## config.mk

```make
export PLATFORM = sky130hd
export DESIGN_NAME = irig_frame_sequencer
export DESIGN_NICKNAME = d
export VERILOG_FILES = /design/src/rtl/irig_pkg.sv /design/src/rtl/irig_pulse_meter.sv /design/src/rtl/irig_frame_sequencer.sv
export SDC_FILE = /design/constraint.sdc
export NUM_CORES = 1
export LEC_CHECK = 0
export ABC_AREA = 1
export CAP_MARGIN = 10
export CORE_MARGIN = 5
export CORE_UTILIZATION = 45
export CTS_CLUSTER_SIZE = 16
export DETAILED_ROUTE_END_ITERATION = 8
export MAX_ROUTING_LAYER = met4
export PLACE_DENSITY = 0.62
export SLEW_MARGIN = 10
export SYNTH_ARGS = -nofsm -noshare
export SYNTH_HDL_FRONTEND = slang
export SYNTH_SLANG_ARGS = --single-unit
```

## constraint.sdc

```tcl
create_clock -name clk -period 4.03 [get_ports clk]
set_input_delay 0.6045 -clock clk [delete_from_list [all_inputs] [get_ports clk]]
set_output_delay 0.6045 -clock clk [all_outputs]
set_load 0.01 [all_outputs]
```

## src/rtl/irig_pkg.sv

```systemverilog
// Shared IRIG-B definitions: symbol codes, frame geometry, FSM encoding and
// the pulse classifier result type.
package irig_pkg;

  localparam logic [2:0] SYM_ZERO = 3'b001;
  localparam logic [2:0] SYM_ONE  = 3'b011;
  localparam logic [2:0] SYM_MARK = 3'b111;
  localparam logic [2:0] SYM_NONE = 3'b000;

  localparam int unsigned FRAME_LEN = 100;

  typedef enum logic [1:0] {
    HUNT = 2'd0,
    ARM  = 2'd1,
    LOCK = 2'd2
  } fsm_t;

  typedef enum logic [1:0] {
    CLS_ZERO = 2'd0,
    CLS_ONE  = 2'd1,
    CLS_MARK = 2'd2,
    CLS_ERR  = 2'd3
  } sym_cls_t;

  // Position identifiers P0..P9 plus the frame reference Pr at index 0.
  function automatic logic is_marker_pos(input logic [7:0] ind);
    return (ind == 8'd0) || ((ind % 8'd10) == 8'd9);
  endfunction

endpackage

```

## src/rtl/irig_pulse_meter.sv

```systemverilog
// Synchronises the raw IRIG-B line, measures high time / period and emits one
// classified symbol strobe per pulse (or an error strobe for bad/dead lines).
module irig_pulse_meter
  import irig_pkg::*;
#(
  parameter int unsigned CLK_PER_MS = 10
) (
  input  logic     clk,
  input  logic     hrd_rst_n,
  input  logic     i_ce,
  input  logic     i_irig,
  output logic     o_sym_valid,
  output sym_cls_t o_sym_code
);

  localparam int unsigned TH_ZERO = CLK_PER_MS;
  localparam int unsigned TH_ONE  = 7 * CLK_PER_MS / 2;
  localparam int unsigned TH_MARK = 13 * CLK_PER_MS / 2;
  localparam int unsigned TH_MAX  = 19 * CLK_PER_MS / 2;
  localparam int unsigned TH_DEAD = 12 * CLK_PER_MS;

  logic        r_sync1, r_sync2, r_prev;
  logic [15:0] r_hi_cnt, r_per_cnt;
  logic        r_hi_flag, r_dead_flag;
  logic        w_rise, w_fall, w_too_long, w_dead;
  sym_cls_t    w_cls;

  assign w_rise = r_sync2 & ~r_prev;
  assign w_fall = ~r_sync2 & r_prev;
  // Over-long and dead-line errors fire once per pulse; a rising edge always wins.
  assign w_too_long = r_sync2 && !w_rise && !r_hi_flag && (r_hi_cnt >= 16'(TH_MAX));
  assign w_dead     = !w_rise && !r_dead_flag && (r_per_cnt >= 16'(TH_DEAD));

  always_comb begin
    w_cls = CLS_ERR;
    if (r_hi_cnt < 16'(TH_ZERO))      w_cls = CLS_ERR;
    else if (r_hi_cnt < 16'(TH_ONE))  w_cls = CLS_ZERO;
    else if (r_hi_cnt < 16'(TH_MARK)) w_cls = CLS_ONE;
    else if (r_hi_cnt < 16'(TH_MAX))  w_cls = CLS_MARK;
  end

  always_ff @(posedge clk) begin
    if (!hrd_rst_n) begin
      r_sync1     <= 1'b0;
      r_sync2     <= 1'b0;
      r_prev      <= 1'b0;
      r_hi_cnt    <= '0;
      r_per_cnt   <= '0;
      r_hi_flag   <= 1'b0;
      r_dead_flag <= 1'b0;
      o_sym_valid <= 1'b0;
      o_sym_code  <= CLS_ZERO;
    end else begin
      r_sync1     <= i_irig;
      r_sync2     <= r_sync1;
      r_prev      <= r_sync2;
      o_sym_valid <= 1'b0;
      if (i_ce) begin
        if (w_rise) begin
          r_hi_cnt    <= '0;
          r_per_cnt   <= '0;
          r_hi_flag   <= 1'b0;
          r_dead_flag <= 1'b0;
        end else begin
          if (r_sync2 && (r_hi_cnt != '1)) r_hi_cnt <= r_hi_cnt + 16'd1;
          if (r_per_cnt != '1)             r_per_cnt <= r_per_cnt + 16'd1;
          if (w_too_long)                  r_hi_flag <= 1'b1;
          if (w_dead)                      r_dead_flag <= 1'b1;
        end
        if (w_too_long || w_dead) begin
          o_sym_valid <= 1'b1;
          o_sym_code  <= CLS_ERR;
        end else if (w_fall && !r_hi_flag) begin
          o_sym_valid <= 1'b1;
          o_sym_code  <= w_cls;
        end
      end
    end
  end

endmodule

```

## src/rtl/irig_frame_sequencer.sv

```systemverilog
// IRIG-B front-end sequencer: acquires P0/Pr frame sync from classified
// symbols and feeds the decoder with one strobe, code and index per symbol.
module irig_frame_sequencer
  import irig_pkg::*;
#(
  parameter int unsigned CLK_PER_MS = 10,
  parameter int unsigned ERR_W      = 8
) (
  input  logic             clk,
  input  logic             hrd_rst_n,
  input  logic             ce,
  input  logic             irig_in,
  output logic [2:0]       irig_data,
  output logic             en,
  output logic [7:0]       ind,
  output logic             cal,
  output logic             locked,
  output logic             frame_done,
  output logic             sync_lost,
  output logic [ERR_W-1:0] err_cnt,
  output logic [1:0]       state
);

  logic       w_sym_valid;
  sym_cls_t   w_sym_code;
  fsm_t       r_state;
  logic [7:0] w_next_ind;
  logic       w_pos_ok;
  logic [2:0] w_sym_bits;

  irig_pulse_meter #(
    .CLK_PER_MS(CLK_PER_MS)
  ) u_meter (
    .clk        (clk),
    .hrd_rst_n  (hrd_rst_n),
    .i_ce       (ce),
    .i_irig     (irig_in),
    .o_sym_valid(w_sym_valid),
    .o_sym_code (w_sym_code)
  );

  assign state      = r_state;
  assign w_next_ind = (ind == 8'(FRAME_LEN - 1)) ? '0 : ind + 8'd1;
  // A marker must land exactly on a marker slot, and a data bit never may.
  assign w_pos_ok   = ((w_sym_code == CLS_MARK) == is_marker_pos(w_next_ind));

  always_comb begin
    w_sym_bits = SYM_NONE;
    case (w_sym_code)
      CLS_ZERO: w_sym_bits = SYM_ZERO;
      CLS_ONE:  w_sym_bits = SYM_ONE;
      CLS_MARK: w_sym_bits = SYM_MARK;
      default:  w_sym_bits = SYM_NONE;
    endcase
  end

  always_ff @(posedge clk) begin
    if (!hrd_rst_n) begin
      r_state    <= HUNT;
      irig_data  <= SYM_NONE;
      en         <= 1'b0;
      ind        <= '0;
      cal        <= 1'b0;
      locked     <= 1'b0;
      frame_done <= 1'b0;
      sync_lost  <= 1'b0;
      err_cnt    <= '0;
    end else begin
      en         <= 1'b0;
      cal        <= 1'b0;
      frame_done <= 1'b0;
      sync_lost  <= 1'b0;
      if (ce && w_sym_valid) begin
        if ((w_sym_code == CLS_ERR) || ((r_state == LOCK) && !w_pos_ok)) begin
          if (err_cnt != '1) err_cnt <= err_cnt + ERR_W'(1);
          if (r_state == LOCK) begin
            sync_lost <= 1'b1;
            locked    <= 1'b0;
            ind       <= '0;
          end
          r_state <= HUNT;
        end else begin
          case (r_state)
            HUNT: if (w_sym_code == CLS_MARK) r_state <= ARM;
            ARM: begin
              if (w_sym_code == CLS_MARK) begin
                r_state   <= LOCK;
                ind       <= '0;
                en        <= 1'b1;
                cal       <= 1'b1;
                irig_data <= SYM_MARK;
                locked    <= 1'b1;
              end else begin
                r_state <= HUNT;
              end
            end
            LOCK: begin
              ind        <= w_next_ind;
              en         <= 1'b1;
              irig_data  <= w_sym_bits;
              frame_done <= (w_next_ind == 8'(FRAME_LEN - 1));
            end
            default: r_state <= HUNT;
          endcase
        end
      end
    end
  end

endmodule

```

Yosys cells after proc, flatten, opt, wreduce, memory -nomap -nowiden
Cells that the tools add are included.

storage, ports and cells
  bits in registers = 66
  input bits = 4
  output and inout port bits = 26

cells by class
  $add $sub $neg = 4
  divide/modulo/power cells = 1
  $lt $le $gt $ge = 6
  equal/unequal tests = 17
  multiplexer cells = 35
  bitwise logic cells = 9
  reductions and logical operators = 42

operators by type and width
  operator                                                             count
  2-to-1 mux 16 bit                                                    4
  adder 16 x 1 -> 16 bit (second input constant)                       2
  greater-or-equal comparator 16 x 7 -> 1 bit (second input constant)  2
  less-than comparator 16 x 7 -> 1 bit (second input constant)         2
  2-to-1 mux 8 bit                                                     4
  inequality test 16 bit (second input constant)                       2
  adder 8 x 1 -> 8 bit (second input constant)                         2
  equality test 8 x 7 -> 1 bit (second input constant)                 2
  less-than comparator 16 x 4 -> 1 bit (second input constant)         1
  less-than comparator 16 x 6 -> 1 bit (second input constant)         1
  2-to-1 mux 2 bit                                                     8
  one-hot mux 8 bit (2 select lines)                                   1
  nonzero test 2 bit                                                   8
  2-to-1 mux 1 bit                                                     13
  AND reduction 2 bit                                                  6
  AND reduction 4 bit                                                  3
  logical AND 1 bit                                                    9
  one-hot mux 3 bit (3 select lines)                                   1
  AND reduction 3 bit                                                  3
  equality test 8 x 4 -> 1 bit (second input constant)                 1
  logical NOT 8 bit                                                    1
  remainder unit 8 x 4 -> 8 bit (second input constant)                1
  inequality test 8 bit (second input constant)                        1
  OR reduction 4 bit                                                   2
  16 further kinds                                                     34

Longest topological paths before layout
  depth after elaboration = 11
  gate-level depth with buffers = 38
  depth with buffers taken out = 38

Modules after synthesis
Synthesis repeated with hierarchy kept, for this count alone.

unflattened totals
  cells, all modules = 714
  area, all modules = 4461.8 µm²

by module, submodules not included
  module                times used  cells an instance  area each (µm²)
  irig_pulse_meter      1           392                2456.1
  irig_frame_sequencer  1           322                2005.7

Least setup slack after synthesis
Ideal clock, no wire load.

  kind = register to register
  from = register ind[1]
  to = register ind[2]
  setup time = 0.113 ns
  data arrival time = 3.516 ns
  required time = 3.917 ns
  setup slack = 0.400 ns
  stages on the path, launching flop included = 34
  buffers on the path = 0
  clock period less this slack = 3.630 ns
  path through = dfxtp_1 ha_1 nand2_2 nor2_2 a21oi_1 nor2_2 nand3_2 nand3_1 nand2_2 nand2_2 nand2_1 nand2_1 inv_2 nand2_4 nand3_1 nand3_2 nand2_2 nand2_2 nand2_4 nand2_1 inv_1 ha_1 inv_1 nand3_1 o21ai_1 nand3_2 nand2_1 nand2_2 nand3_4 nand3_2 nand2_2 inv_2 nor2_1 nor2_1

between the ends
  longest elaborated chain between the ends = 11
  elaborated cells between the ends (all ways) = 16
  classes of those cells = add/sub: 1; div: 1; eq/ne: 5; mux: 3; reduce/logical: 6

RTL lines
  item                                                                      line                        RTL
  start, declared                                                           irig_frame_sequencer.sv:15  output logic [7:0] ind,
  start signal, assigned                                                    irig_frame_sequencer.sv:98  ind <= w_next_ind;
  adder 8 x 1 -> 8 bit or equality test 8 x 7 -> 1 bit (tied branches)      irig_frame_sequencer.sv:43  assign w_next_ind = (ind == 8'(FRAME_LEN - 1)) ? '0 : ind + 8'd1;
  2-to-1 mux 8 bit (*)                                                      irig_frame_sequencer.sv:43
  remainder unit 8 x 4 -> 8 bit                                             irig_pkg.sv:27              return (ind == 8'd0) || ((ind % 8'd10) == 8'd9);
  equality test 8 x 4 -> 1 bit                                              irig_pkg.sv:27
  logical OR 1 bit                                                          irig_pkg.sv:27
  equality test 1 bit                                                       irig_frame_sequencer.sv:45  assign w_pos_ok = ((w_sym_code == CLS_MARK) == is_marker_pos(w_next_ind));
  logical NOT 1 bit                                                         irig_frame_sequencer.sv:74  if ((w_sym_code == CLS_ERR) || ((r_state == LOCK) && !w_pos_ok)) begin
  logical AND 1 bit                                                         irig_frame_sequencer.sv:74
  logical OR 1 bit                                                          irig_frame_sequencer.sv:74
  inequality test 3 bit (no line) or inequality test 2 bit (tied branches)  --
  AND reduction 4 bit (no line)                                             --

Every way passes the cells marked *; elsewhere a longest branch is shown, timed or not.
A chain may end at the register's enable or synchronous reset.

Final worst setup path
  from = register ind[0]
  to = register err_cnt[7]

between the ends
  longest elaborated chain between the ends = 10
  elaborated cells between the ends (all ways) = 12
  classes of those cells = add/sub: 1; div: 1; eq/ne: 3; mux: 1; reduce/logical: 6

RTL lines
  item                                                                  line                        RTL
  adder 8 x 1 -> 8 bit or equality test 8 x 7 -> 1 bit (tied branches)  irig_frame_sequencer.sv:43
  2-to-1 mux 8 bit (*)                                                  irig_frame_sequencer.sv:43
  remainder unit 8 x 4 -> 8 bit                                         irig_pkg.sv:27
  equality test 8 x 4 -> 1 bit                                          irig_pkg.sv:27
  logical OR 1 bit (*)                                                  irig_pkg.sv:27
  equality test 1 bit (*)                                               irig_frame_sequencer.sv:45
  logical NOT 1 bit (*)                                                 irig_frame_sequencer.sv:74
  logical AND 1 bit (*)                                                 irig_frame_sequencer.sv:74
  logical OR 1 bit (*)                                                  irig_frame_sequencer.sv:74
  AND reduction 3 bit (no line) (*)                                     --
  end signal, assigned                                                  irig_frame_sequencer.sv:75  if (err_cnt != '1) err_cnt <= err_cnt + ERR_W'(1);
  end, declared                                                         irig_frame_sequencer.sv:20  output logic [ERR_W-1:0] err_cnt,

Marked as above.

==> metrics.yaml <==
finClkSkew_ns: 0.0107
h-tree-depth: 3
synth_nets: 593
yosys_warnings: 0
drive_gt1_share_pct: 16.0
vias: 3805
core_sq_um: 8590
die_y_um: 103
dr.pass1.iters: 4
portBuffers: 29
detail_route.iter0.violations: 110
irDropWorstVdd_mv: 0.219
grt_pass1_wl_um: 15400
n_antenna_cell: 0
worst_pin_slew_ns: 0.553
clock-root-buffer: "clkbuf_8"
worstPathArrival_ns: 3.97
ys.flop_type: "dfxtp_1"
clk-insertion-delay-late_ns: 0.34
fmax_ghz: 0.270
synth_edf_count: 0
gp_congestion: 0.852
cellPowerDensity_nw_per_um2: 266
p_total_uw: 1280
clockBufferDepth: 2
post_drt_wl_per_cell_um: 12.3
placed_cell_area_sq_um: 4350
grt_pass1_vias: 3529
crit_fanout: 9
maxSlewViolCount: 0
cts-buffers-inserted: 9
netlist_area_sq_um: 3890
cpLargestDelayFamily: "simple AND/OR/NAND/NOR gates"
die_x_um: 103
synth.avg_cell_area_sq_um: 6.80
endpoint_kind: "flip-flop"
grt-ovfl-total: 0
track_usage_pct: 18.2
timing.final.crit_share_pct: 91.8
final-hold-violation-count: 0
final.min_clock_period_ns: 3.70
cap_violations: 0
antenna_left: 0
cts.sinks: 66
crit_path_top_delay_cell: "dfxtp_2"
drc_errors: 0
final_cell_mix: "nand2_1 (93), inv_1 (82), nor2_1 (67)"
critical_path_class: "reg2reg"
antenna_found_initial: 0
synthCells: 572
multiInputGateArea_sq_um: 2360
drt-total-wl_um: 9100
crit_top_cell: "nand2_1"
pre_cts_slack_ns: 0.147
status: "complete, no violations"
dieArea_sq_um: 10600
start_util_pct: 45.3
hold_class: "reg2reg"
viasPerCell: 5.16
dp_hpwl_um: 6560
rows: 34
regArea_sq_um: 1330
synth.distinct_cells: 40
critical_path.max_stage_delay_ns: 0.37
postLayoutSetupSlackWorst_ns: 0.330
leakagePower_uw: 0.00195
fill_cells: 840
layout_commonest_cell: "nand2_1"
pin_count: 30
async_flop_share_pct: 0
slew_headroom_pct: 62.9
crit_buf_inv: 5
seq_area_frac_synth_pct: 34.0
syn_to_final_growth_pct: 23.6
critPathLaunchType: "flip-flop"
ys_ff_latch: 66
setup_violations: 0
cp.required_ns: 4.30
design_area_sq_um: 4810
grt_max_degree: 20
cts_tree: "built"
cts_hold_buf: 0
cts.clk_slew.worst_paths_ns: 0.08
nets: 646
path summary, 6_finish.rpt:
path         slack, ns                        from  depth (start not counted)                         end
max               0.33         ind[0]$_SDFFE_PN0P_                         33     err_cnt[7]$_SDFFE_PN0P_
min               0.42  u_meter.r_sync1$_SDFF_PN0_                          2  u_meter.r_sync2$_SDFF_PN0_
max reg2reg       0.33         ind[0]$_SDFFE_PN0P_                         33     err_cnt[7]$_SDFFE_PN0P_
min reg2reg       0.42  u_meter.r_sync1$_SDFF_PN0_                          2  u_meter.r_sync2$_SDFF_PN0_
logic make-up (layout without fill, tap and decap cells):
| group | Yosys count | count (layout) | share of synthesized area [%] |
|---|---|---|---|
| adder cells (fa/ha/maj) | 17 | 17 | 5.47 |
| AND/OR/NAND/NOR | 289 | 291 | 35.6 |
| XOR/XNOR | 8 | 8 | 1.80 |
| AO/OA/AOI/OAI | 95 | 95 | 13.7 |
| flip-flops | 66 | 66 | 34.0 |
| buffers and inverters | 97 | 153 | 9.45 |
per-stage QoR:
stage / hold WS [ns] / TNS [ns] / cells / util [%]
6_report: 0.422 / 0 / 738 / 56.0
5_1_grt: 0.448 / -0.158 / 738 / 56.0
4_1_cts: 0.425 / 0 / 727 / 53.0
3_5_place_dp: 0.408 / 0 / 711 / 50.6
3_3_place_gp: 0.408 / 0 / 711 / 50.6
2_1_floorplan: 0.390 / 0 / 572 / -
registers in the layout, summed over array words and instances (netlist names):
name                 cells
err_cnt                  8
u_meter.r_sync2          1
u_meter.r_dead_flag      1
u_meter.o_sym_code       2
en                       1
u_meter.r_hi_cnt        16
locked                   1
frame_done               1
u_meter.r_per_cnt       16
irig_data                3
u_meter.r_prev           1
ind                      8
u_meter.r_hi_flag        1
u_meter.o_sym_valid      1
cal                      1
sync_lost                1
state                    2
u_meter.r_sync1          1
worst reg2reg max path: cells and delay by family, from the launching register on:
| family | cells | cell delay (ns) |
|---|---|---|
| fa+ha+maj | 2 | 0.33 |
| buf+inv | 5 | 0.42 |
| flops | 1 | 0.37 |
| compound gates | 1 | 0.11 |
| simple gates | 25 | 2.42 |
repair_timing:
item                       in CTS  in global routing
setup endpoints to repair       0                 25
gates resized for setup         0                 44
buffers inserted                0                  9
power breakdown:
| group | internal, uW | switching (uW) | total (uW) |
|---|---|---|---|
| Combinational | 14.0 | 27.8 | 41.8 |
| Clock | 323 | 258 | 581 |
| Sequential | 655 | 2.94 | 658 |
metal layers:
| layer | vias up | global-route usage, % | share of wire [%] |
|---|---|---|---|
| li1 | 1990 | - | - |
| met1 | 1759 | 23.8 | 50 |
| met2 | 46 | 28.9 | 46 |
| met3 | 10 | 2.77 | 3.1 |
| met4 | 0 | 5.58 | 1.1 |
| met5 | - | - | 0 |
synthesized netlist by cell type (all sizes together), types with 4 or more instances:
library cell    n  share of area [%]
nor3           26                3.3
o21ai          29                3.7
nor2           72                7.1
ha             17                5.5
nand2         114                 12
inv            90                8.7
a21oi          46                6.0
a31oi           4               0.64
a211oi          6                1.2
nor4            5               0.80
dfxtp          66                 34
nand3          51                8.4
xor2            5                1.1
nand4          13                2.1
final cells by class:
| class | instances | area share, % |
|---|---|---|
| multi-input combinational | 411 | 49.2 |
| sequential | 66 | 27.6 |
| timing repair buffer | 45 | 8.69 |
| inverter | 92 | 7.44 |
| clock buffer | 13 | 3.30 |
| tap | 108 | 2.81 |
| clock inverter | 3 | 0.962 |
Note: power is estimated with default switching activity, not from simulation.
==> patch, RTL diff (same flow settings) <==
`CLK_PER_MS` is set to 10 in 2 places; all go to 7.
--- a/src/rtl/irig_pulse_meter.sv
+++ b/src/rtl/irig_pulse_meter.sv
@@ -3,7 +3,7 @@
 module irig_pulse_meter
   import irig_pkg::*;
 #(
-  parameter int unsigned CLK_PER_MS = 10
+  parameter int unsigned CLK_PER_MS = 7
 ) (
   input  logic     clk,
   input  logic     hrd_rst_n,
--- a/src/rtl/irig_frame_sequencer.sv
+++ b/src/rtl/irig_frame_sequencer.sv
@@ -3,7 +3,7 @@
 module irig_frame_sequencer
   import irig_pkg::*;
 #(
-  parameter int unsigned CLK_PER_MS = 10,
+  parameter int unsigned CLK_PER_MS = 7,
   parameter int unsigned ERR_W      = 8
 ) (
   input  logic             clk,
Function: same outputs for any inputs over 10 cycles, from zero or initial values and one cycle with hrd_rst_n low; that may be too few to reach the edited logic, so the function may still have changed.
==> patch against the unedited design <==
- clock power is 8.4% higher
- sequential cell count stayed put
- routed wire length is 3.1% lower
- total power is 3.8% higher
- first-iteration DRC count fell by 2.7%
- critical path type unchanged
- count of clock-buffer cells in the layout shrank 1
- clock skew barely moved
- combinational power is 2% lower
- sequential share of layout area is 0.13 points higher
- worst setup slack better by 4.2 ps
- area after synthesis grew 0.84%
- final area decreased by 0.36%
==> patch: results (changes against the unedited design) <==
sequential share of the synthesized area=0.337 (-0.00282); clock skew=10.9 ps (+0.208 ps); layout cells sized above 1=0.169 (+0.00847); CP Launch Point=ind[1]; DR vias=3668 (-3.6%); final wirelength=8.82 mm (-3.1%); Syn Nets=592 (-0.17%); worst-margin pin slew=629 ps (+76.5 ps); Max IR drop VDD=0.192 mV (-13%); capturing point of the worst reg2reg path=err_cnt[1]; placed cell count=709 (-0.28%); status=finished, final reports clean; R2R cell count=36 (+9.1%); Synth cell types=41 (+2.5%); first-pass GRT wire length=14.8 mm (-4.0%); LEAKAGE=1.94 nW (-0.75%); reg2reg setup slack=330 ps; gr usage total=0.176 (-0.00561); largest net degree at the start of global routing=19 (-5.0%); Worst Path Arrival=3930 ps (-40 ps); WL per Instance=12.0 um (-2.8%); Post-layout nets=643 (-0.46%); Area contributors post-synth=dfxtp_1, nand2_1, inv_1, nor2_1, ha_1; Crit Path Max Fanout=10 (+1); most frequent cells after synthesis=nand2_1, inv_1, nor2_1
patch: worst max-delay path: cells and delay by family (launching register included):
family / cells / cell delay, ps
buffers and inverters: 5 / 300
and+or+nand+nor: 29 / 2500
adders and majority gates: 2 / 430
DFF: 1 / 360
patch: how the worst min path moves through the flow:
| stage | end | slack (ps) |
|---|---|---|
| final | u_meter.r_sync2 | 420 |
| after global routing | u_meter.r_sync2 | 440 |
| after CTS | u_meter.r_sync2 | 420 |
| after detailed placement | u_meter.r_sync2 | 400 |
| after global placement | u_meter.r_sync2 | 400 |
| after floorplan | u_meter.r_sync2 | 390 |
patch: metrics by stage:
step	setup WS [ps]	util	area (sq um)	hold WS [ps]
after floorplan	422	-	3920	390
after global routing	-54.7	0.558	4790	442
after CTS	146	0.535	4600	424
final	334	0.558	4790	420
after global placement	261	0.508	4370	405
after detailed placement	156	0.508	4370	399
patch: final cells by class:
class                           instances  area [sq um]
Clock buffer                           12           155
Clock inverter                          4          73.8
Fill cell                             826          3800
Inverter                               97           374
Multi-Input combinational cell        403          2300
Sequential cell                        66          1330
Tap cell                              108           135
Timing Repair Buffer                   46           425
patch: power breakdown:
| group | internal (mW) | switching (mW) | leakage (nW) |
|---|---|---|---|
| Clock | 0.383 | 0.247 | 0.117 |
| Sequential | 0.656 | 0.00367 | 0.536 |
| Combinational | 0.0139 | 0.0272 | 1.28 |
patch: what timing repair did:
| action | in CTS | in global routing |
|---|---|---|
| buffers inserted | 0 | 11 |
| setup endpoints to repair | 0 | 22 |
| gates resized for setup | 0 | 29 |
patch: cells by family after synthesis:
group | synth area share
DFF | 0.337
xor gates and xnor gates | 0.0223
adders and majority gates | 0.0510
and+or+nand+nor | 0.355
AOI/OAI and AO/OA | 0.134
buffers and inverters | 0.101
patch: metal layers:
metal  GRT usage  up-vias  routed length [um]
met2       0.295       33                4310
met3      0.0309        8                 219
li1            -     1976                   -
met5           -        -                   0
met4      0.0568        0                 106
met1       0.214     1651                4180
